`config.mk`:
```
export PLATFORM = sky130hd
export DESIGN_NAME = bit_serial_add_ctrl
export DESIGN_NICKNAME = d
export VERILOG_FILES = /design/src/rtl/bsa_pkg.sv /design/src/rtl/fa_cell.sv /design/src/rtl/bit_serial_add_ctrl.sv
export SDC_FILE = /design/constraint.sdc
export NUM_CORES = 1
export LEC_CHECK = 0
export BUFFER_PORTS_ARGS = -buffer_cell sky130_fd_sc_hd__buf_2
export CORE_UTILIZATION = 50
export DETAILED_ROUTE_END_ITERATION = 6
export PLACE_DENSITY_LB_ADDON = 0.08
export SYNTH_ARGS = -nofsm -noshare
export SYNTH_HDL_FRONTEND = slang
export SYNTH_SLANG_ARGS = --single-unit
```
`constraint.sdc`:
```
create_clock -name clk -period 1.5 [get_ports clk]
set_input_delay 0.3 -clock clk [delete_from_list [all_inputs] [get_ports clk]]
set_output_delay 0.3 -clock clk [all_outputs]
set_load 0.05 [all_outputs]
```
`src/rtl/bsa_pkg.sv`:
```
// Shared types and helpers for the bit-serial adder controller.
package bsa_pkg;

    typedef enum logic [1:0] {
        IDLE = 2'b00,
        RUN  = 2'b01,
        DONE = 2'b10
    } bsa_state_t;

    // Counter must index bits 0..w-1; never narrower than one bit.
    function automatic int bsa_cnt_width(input int w);
        return (w > 1) ? $clog2(w) : 1;
    endfunction

endpackage

```
`src/rtl/fa_cell.sv`:
```
// Single-bit combinational full adder shared by the serial controller.
module fa_cell (
    input  logic a,
    input  logic b,
    input  logic cin,
    output logic sum,
    output logic carry
);

    assign sum   = a ^ b ^ cin;
    assign carry = (a & b) | (a & cin) | (b & cin);

endmodule

```
`src/rtl/bit_serial_add_ctrl.sv`:
```
// Adds two WIDTH-bit operands LSB first through one fa_cell, one bit per clock.
// Result registers update only on the final bit and hold until the next completion.
module bit_serial_add_ctrl
    import bsa_pkg::*;
#(
    parameter int WIDTH = 8
) (
    input  logic             clk,
    input  logic             rst_n,
    input  logic             start,
    input  logic [WIDTH-1:0] a,
    input  logic [WIDTH-1:0] b,
    input  logic             cin,
    output logic             busy,
    output logic             done,
    output logic [WIDTH-1:0] sum,
    output logic             cout,
    output logic             ovf
);

    localparam int CW = bsa_cnt_width(WIDTH);
    localparam logic [CW-1:0] LAST = CW'(WIDTH - 1);

    bsa_state_t       state_q, state_d;
    logic [WIDTH-1:0] a_sh_q, a_sh_d;
    logic [WIDTH-1:0] b_sh_q, b_sh_d;
    logic [WIDTH-1:0] s_sh_q, s_sh_d;
    logic             c_q, c_d;
    logic [CW-1:0]    cnt_q, cnt_d;
    logic [WIDTH-1:0] sum_q, sum_d;
    logic             cout_q, cout_d;
    logic             ovf_q, ovf_d;

    logic fa_s, fa_c;

    fa_cell u_fa (
        .a     (a_sh_q[0]),
        .b     (b_sh_q[0]),
        .cin   (c_q),
        .sum   (fa_s),
        .carry (fa_c)
    );

    always_comb begin
        state_d = state_q;
        a_sh_d  = a_sh_q;
        b_sh_d  = b_sh_q;
        s_sh_d  = s_sh_q;
        c_d     = c_q;
        cnt_d   = cnt_q;
        sum_d   = sum_q;
        cout_d  = cout_q;
        ovf_d   = ovf_q;
        case (state_q)
            IDLE, DONE: begin
                if (start) begin
                    a_sh_d  = a;
                    b_sh_d  = b;
                    s_sh_d  = '0;
                    c_d     = cin;
                    cnt_d   = '0;
                    state_d = RUN;
                end else begin
                    state_d = IDLE;
                end
            end
            RUN: begin
                a_sh_d = a_sh_q >> 1;
                b_sh_d = b_sh_q >> 1;
                s_sh_d = {fa_s, s_sh_q[WIDTH-1:1]};
                c_d    = fa_c;
                if (cnt_q == LAST) begin
                    // c_q here is the carry into the MSB, fa_c the carry out of it.
                    sum_d   = {fa_s, s_sh_q[WIDTH-1:1]};
                    cout_d  = fa_c;
                    ovf_d   = c_q ^ fa_c;
                    state_d = DONE;
                end else begin
                    cnt_d = cnt_q + CW'(1);
                end
            end
            default: state_d = IDLE;
        endcase
    end

    always_ff @(posedge clk or negedge rst_n) begin
        if (!rst_n) begin
            state_q <= IDLE;
            a_sh_q  <= '0;
            b_sh_q  <= '0;
            s_sh_q  <= '0;
            c_q     <= 1'b0;
            cnt_q   <= '0;
            sum_q   <= '0;
            cout_q  <= 1'b0;
            ovf_q   <= 1'b0;
        end else begin
            state_q <= state_d;
            a_sh_q  <= a_sh_d;
            b_sh_q  <= b_sh_d;
            s_sh_q  <= s_sh_d;
            c_q     <= c_d;
            cnt_q   <= cnt_d;
            sum_q   <= sum_d;
            cout_q  <= cout_d;
            ovf_q   <= ovf_d;
        end
    end

    assign busy = (state_q == RUN);
    assign done = (state_q == DONE);
    assign sum  = sum_q;
    assign cout = cout_q;
    assign ovf  = ovf_q;

endmodule

```
======== After elaboration in Yosys (flattened, before gate mapping) ========
Index checks and enable logic that the tools add are counted.
storage, ports and cells
  register bits after elaboration ......... 40
  input bits .............................. 20
  output and inout port bits .............. 12
  word-level logic and storage cells ...... 44
operators by class
  add/sub/neg operators ................... 1
  equal/unequal tests ..................... 6
  multiplexer cells ....................... 14
  bitwise operators ....................... 8
  reduce and logical (&&, ||, !) cells .... 6
operators with widths
  kind                                            count
  one-hot mux 8 bit (2 select lines)              3
  2-to-1 mux 8 bit                                3
  2-to-1 mux 3 bit                                2
  one-hot mux 3 bit (2 select lines)              1
  != test 2 bit (second input constant)           2
  one-hot mux 2 bit (2 select lines)              1
  AND reduction 2 bit                             2
  adder 3 x 1 -> 3 bit (second input constant)    1
  bitwise AND 1 bit                               3
  == test 3 bit (second input constant)           1
  AND reduction 3 bit                             1
  XOR 1 bit                                       3
  == test 2 x 1 -> 1 bit (second input constant)  1
  == test 2 bit (second input constant)           1
  logical NOT 2 bit                               1
  2-to-1 mux 1 bit                                2
  2-to-1 mux 2 bit                                1
  != test 2 x 1 -> 1 bit (second input constant)  1
  bitwise OR 1 bit                                2
  one-hot mux 1 bit (2 select lines)              1
  nonzero test 2 bit                              1
  OR reduction 2 bit                              1

======== Logic depth before layout (Yosys ltp) ========
  depth in word-level cells ............... 4
  mapped depth ............................ 5
  mapped depth without buffers ............ 4

======== Hierarchy ========
Synthesis repeated with hierarchy kept, for this count alone.
second synthesis, totals
  cells, all modules ...................... 163
  area, all modules ....................... 1934.4 um^2
by module, submodules not included
  module               times used  cells each  area an instance (um^2)  sequential area each (um^2)
  bit_serial_add_ctrl  1           162         1914.3                   975.9
  fa_cell              1           1           20.0                     0.0

======== Worst setup path before layout ========
OpenSTA, ideal clock, no wires.
  path type ............................... register -> output
  from .................................... register state_q[0]
  to ...................................... output busy
  data arrival time ....................... 1437 ps
  required time ........................... 1200 ps
  slack ................................... -237 ps
  cell stages (with the launch flop) ...... 4
  buffers on the path ..................... 2
  cells stage by stage .................... dfrtp_1 -> buf_2 -> buf_2 -> nor2b_1
on the way
  longest elaborated chain between the ends .. 1
RTL lines
  element                   RTL line                    text
  start: declaration        bit_serial_add_ctrl.sv:24   bsa_state_t state_q, state_d;
  start signal: assignment  bit_serial_add_ctrl.sv:98   state_q <= state_d;
  == test 2 x 1 -> 1 bit    bit_serial_add_ctrl.sv:110  assign busy = (state_q == RUN);
  end: declaration          bit_serial_add_ctrl.sv:14   output logic busy,
Every way passes these cells.

======== Worst setup path after layout ========
  from .................................... register cnt_q[0]
  to ...................................... register cnt_q[2]
on the way
  longest elaborated chain between the ends .. 3
  elaborated cells between the ends (all ways) .. 6
  classes of those cells .................. add/sub (1); eq/ne (2); mux (2); reduce/logical (1)
RTL lines
  element                                                                    RTL line                                              text
  start: declaration                                                         bit_serial_add_ctrl.sv:29                             logic [CW-1:0] cnt_q, cnt_d;
  start signal: assignment                                                   bit_serial_add_ctrl.sv:103                            cnt_q <= cnt_d;
  adder 3 x 1 -> 3 bit or == test 3 bit (tied branches)                      bit_serial_add_ctrl.sv:79, bit_serial_add_ctrl.sv:72
  2-to-1 mux 3 bit or != test 2 bit (tied branches)                          n/a
  one-hot mux 3 bit (2 select lines) or AND reduction 3 bit (tied branches)  n/a
Parallel ways exist; a longest one is shown, timed or not. The select of a mux whose other input is x is not followed.
A chain may end at the register's enable or synchronous reset.

==> flow_metrics.env <==
export IMPL_gr_usage_met2=0.305
export IMPL_io_buffers=31
export IMPL_ios=32
export IMPL_power_density_nw_per_um2=2050
export IMPL_htreeDepth=2
export IMPL_cts_root_buf="clkbuf_8"
export IMPL_final_setup_tns_ns=0
export IMPL_r2r_end="cnt_q[2]$_DFFE_PN0P_"
export IMPL_drv_cap=0
export IMPL_drtIter0Drc=40
export IMPL_n_antenna_cell=0
export IMPL_hold_class="in -> async"
export IMPL_synth_top_family_by_area="multiplexers"
export IMPL_use_met3=0.0556
export IMPL_via_per_inst=5.37
export IMPL_reg2reg_slack_ns=0.03
export IMPL_seqPwrFrac=0.373
export IMPL_netSwitchingPower_uw=1920
export IMPL_max_freq_mhz=682
export IMPL_cp_max_fo=4
export IMPL_p_clk_frac=0.130
export IMPL_dieArea_um2=4310
export IMPL_cts_inserted_buffers=5
export IMPL_r2r_cells=5
export IMPL_crit_path_start_kind="register"
export IMPL_finalSetupViolCount=0
export IMPL_maxSlewHeadroom=0.677
export IMPL_start_util=0.537
export IMPL_syn_to_final_growth_pct=19.0
export IMPL_postCtsHoldBufs=0
export IMPL_finalHoldViolCount=0
export IMPL_cts_tree="built"
export IMPL_ant_nets=0
export IMPL_grt_most_used_layer="met2"
export IMPL_switching_share=0.389
export IMPL_cts_buffer_depth=2
export IMPL_status="complete, no violations"
export IMPL_synthArstFlopShare=1.00
export IMPL_p_comb_frac=0.497
export IMPL_power_leakage_uw=0.00128
export IMPL_rsz0062_at_grt="true"
export IMPL_syn_num_nets=169
export IMPL_synth_compound_area_frac=0.0605
export IMPL_die_h_um=65.7
export IMPL_cp_required_ns=1.67
export IMPL_cp_end_kind="register"
export IMPL_vias=1268
export IMPL_synth_seq_cells=39
export IMPL_drc_errors=0
export IMPL_wl_per_cell_um=14.7
export IMPL_use_met1=0.234
export IMPL_gp_congestion=0.708
export IMPL_layout_commonest_cell="mux2i_1"
export IMPL_dp_hpwl_mm=2.36
export IMPL_first_pass_iters=4
export IMPL_fin_util=0.639
export IMPL_cts_sink_count=39
export IMPL_synth_cells=146
export IMPL_synth_largest_area_cell="dfrtp_1"
export IMPL_die_w_um=65.7
export IMPL_grt_max_degree=40
export IMPL_fin_crit_sh=0.977
export IMPL_grt_pass1_wl_mm=6.05
export IMPL_pre_cts_ws_ns=0.000377
export IMPL_synthTopCellsByArea="dfrtp_1 48%, mux2i_1 24%, mux2_4 6.7%, mux2_2 4.4%, a22o_1 2.6%"
export IMPL_antenna_found_initial=0
export IMPL_r2r_start="cnt_q[0]$_DFFE_PN0P_"
export IMPL_yosysTopAreaCellShare=0.482
export IMPL_num_rows=22
export IMPL_yosys_area_share_adder=0.0222
export IMPL_clk_pin_slew_ns=0.07
export IMPL_syn_area_um2=2030
export IMPL_fin_nets=212
export IMPL_ir_drop_uv=789
export IMPL_fin_worst_skew_ns=0.00441
export IMPL_ys_types=23
export IMPL_globalRouteOverflowTotal=0
export IMPL_wl_mm=3.47
export IMPL_synth_xor_area_frac=0.00432
export IMPL_synthFlopType="dfrtp_1"
export IMPL_layout_setup_ws_ns=0.0342
export IMPL_worstSkewPairLatency_ns=0.28
export IMPL_design_core_area_um2=3770
export IMPL_drive_above_1_share=0.394
export IMPL_yosys_area_share_simple=0.0321
export IMPL_synth_edf_count=0
export IMPL_internal_power_uw=3010
export IMPL_ys_seq_area_frac=0.482
export IMPL_slew_violations=0
export IMPL_gr_usage_all_layers=0.186
export IMPL_final_cell_mix="49 x mux2i_1, 38 x dfrtp_1, 29 x buf_2"
export IMPL_critPathKind="reg -> reg"
export IMPL_period_minus_slack_ns=1.47
export IMPL_avgSynthCellArea_um2=13.9
export IMPL_tightest_slew_ns=0.483
export IMPL_synthMuxAreaShare=0.353
export IMPL_yosys_warnings=0
export IMPL_grt_pass1_vias=1294
export IMPL_critical_path_arrival_ns=1.63
==> state kept, by name (all words and copies together), names as in the netlist <==
name / flops
s_sh_q: 7
b_sh_q: 8
ovf: 1
a_sh_q: 8
sum: 8
state_q: 2
cout: 1
cnt_q: 3
c_q: 1
==> what timing repair did <==
item,4_1_cts,5_1_grt
gates cloned,0,0
gates resized for setup,5,4
setup buffers,0,4
endpoints found under the setup margin,3,16
==> final cells by class <==
class	instances	area, um^2
inverter	1	3.75
tap	48	60.1
clock buffer	6	72.6
sequential	39	977
timing repair buffer	47	317
multi-input combinational	95	981
fill	296	1360
==> worst max-delay path by stage <==
stage | start | endpoint | slack [ns] | cells after the start
2_1_floorplan | state_q[0]$_DFFE_PN0P_ | busy | 0.0005 | 3
3_3_place_gp | cnt_q[0]$_DFFE_PN0P_ | sum[0]$_DFFE_PN0P_ | 0.04 | 5
3_5_place_dp | cnt_q[1]$_DFFE_PN0P_ | sum[0]$_DFFE_PN0P_ | 0.0004 | 5
4_1_cts | state_q[0]$_DFFE_PN0P_ | busy | 0.006 | 3
5_1_grt | state_q[0]$_DFFE_PN0P_ | busy | -0.02 | 3
6_report | cnt_q[0]$_DFFE_PN0P_ | cnt_q[2]$_DFFE_PN0P_ | 0.03 | 5
==> through the flow <==
stage	hold WS, ns	cell area, um^2	cells	power (uW)
floorplan	0.00441	2030	146	3650
global placement	0.380	2270	226	4070
detailed placement	0.386	2270	226	4180
CTS	0.0770	2360	232	4870
global route	0.107	2410	236	5270
finish	0.0617	2410	236	4930
==> kinds of logic (layout without fill, tap and decap cells) <==
kind of cell	after synthesis	after routing
multiplexers	66	66
flip-flops	39	39
AO/OA/AOI/OAI	14	14
buffers and inverters	12	54
AND/OR/NAND/NOR	11	11
adder cells (fa/ha/maj)	3	3
XOR/XNOR	1	1
==> power groups by stage <==
| stage | combinational (uW) | clock (uW) | sequential (uW) |
|---|---|---|---|
| 2_1_floorplan | 1470 | 0 | 2180 |
| 3_3_place_gp | 2240 | 0 | 1830 |
| 3_5_place_dp | 2320 | 0 | 1850 |
| 4_1_cts | 2360 | 666 | 1840 |
| 5_1_grt | 2650 | 706 | 1910 |
| 6_report | 2450 | 640 | 1840 |
==> cells in the mapped netlist (all sizes together) (2+ instances only) <==
master	count
mux2	17
nor2b	3
o21ai	2
buf	11
dfrtp	39
nor3b	2
o211a	3
a22o	6
ha	2
mux2i	49
nand3	2
a311o	2
nor2	2
==> per-layer routing <==
layer / up-vias / part of all wire
li1: 617 / -
met1: 619 / 0.47
met2: 27 / 0.48
met3: 5 / 0.039
met4: 0 / 0.0095
met5: - / 0
==> critical path: stages, from the launching register on <==
cell and delay [ns]:
dfrtp_1 0.40, ha_2 0.21, ha_4 0.16, buf_6 0.11, o211a_1 0.20, a311o_1 0.27
No activity file was read; power rests on OpenSTA's default activity.
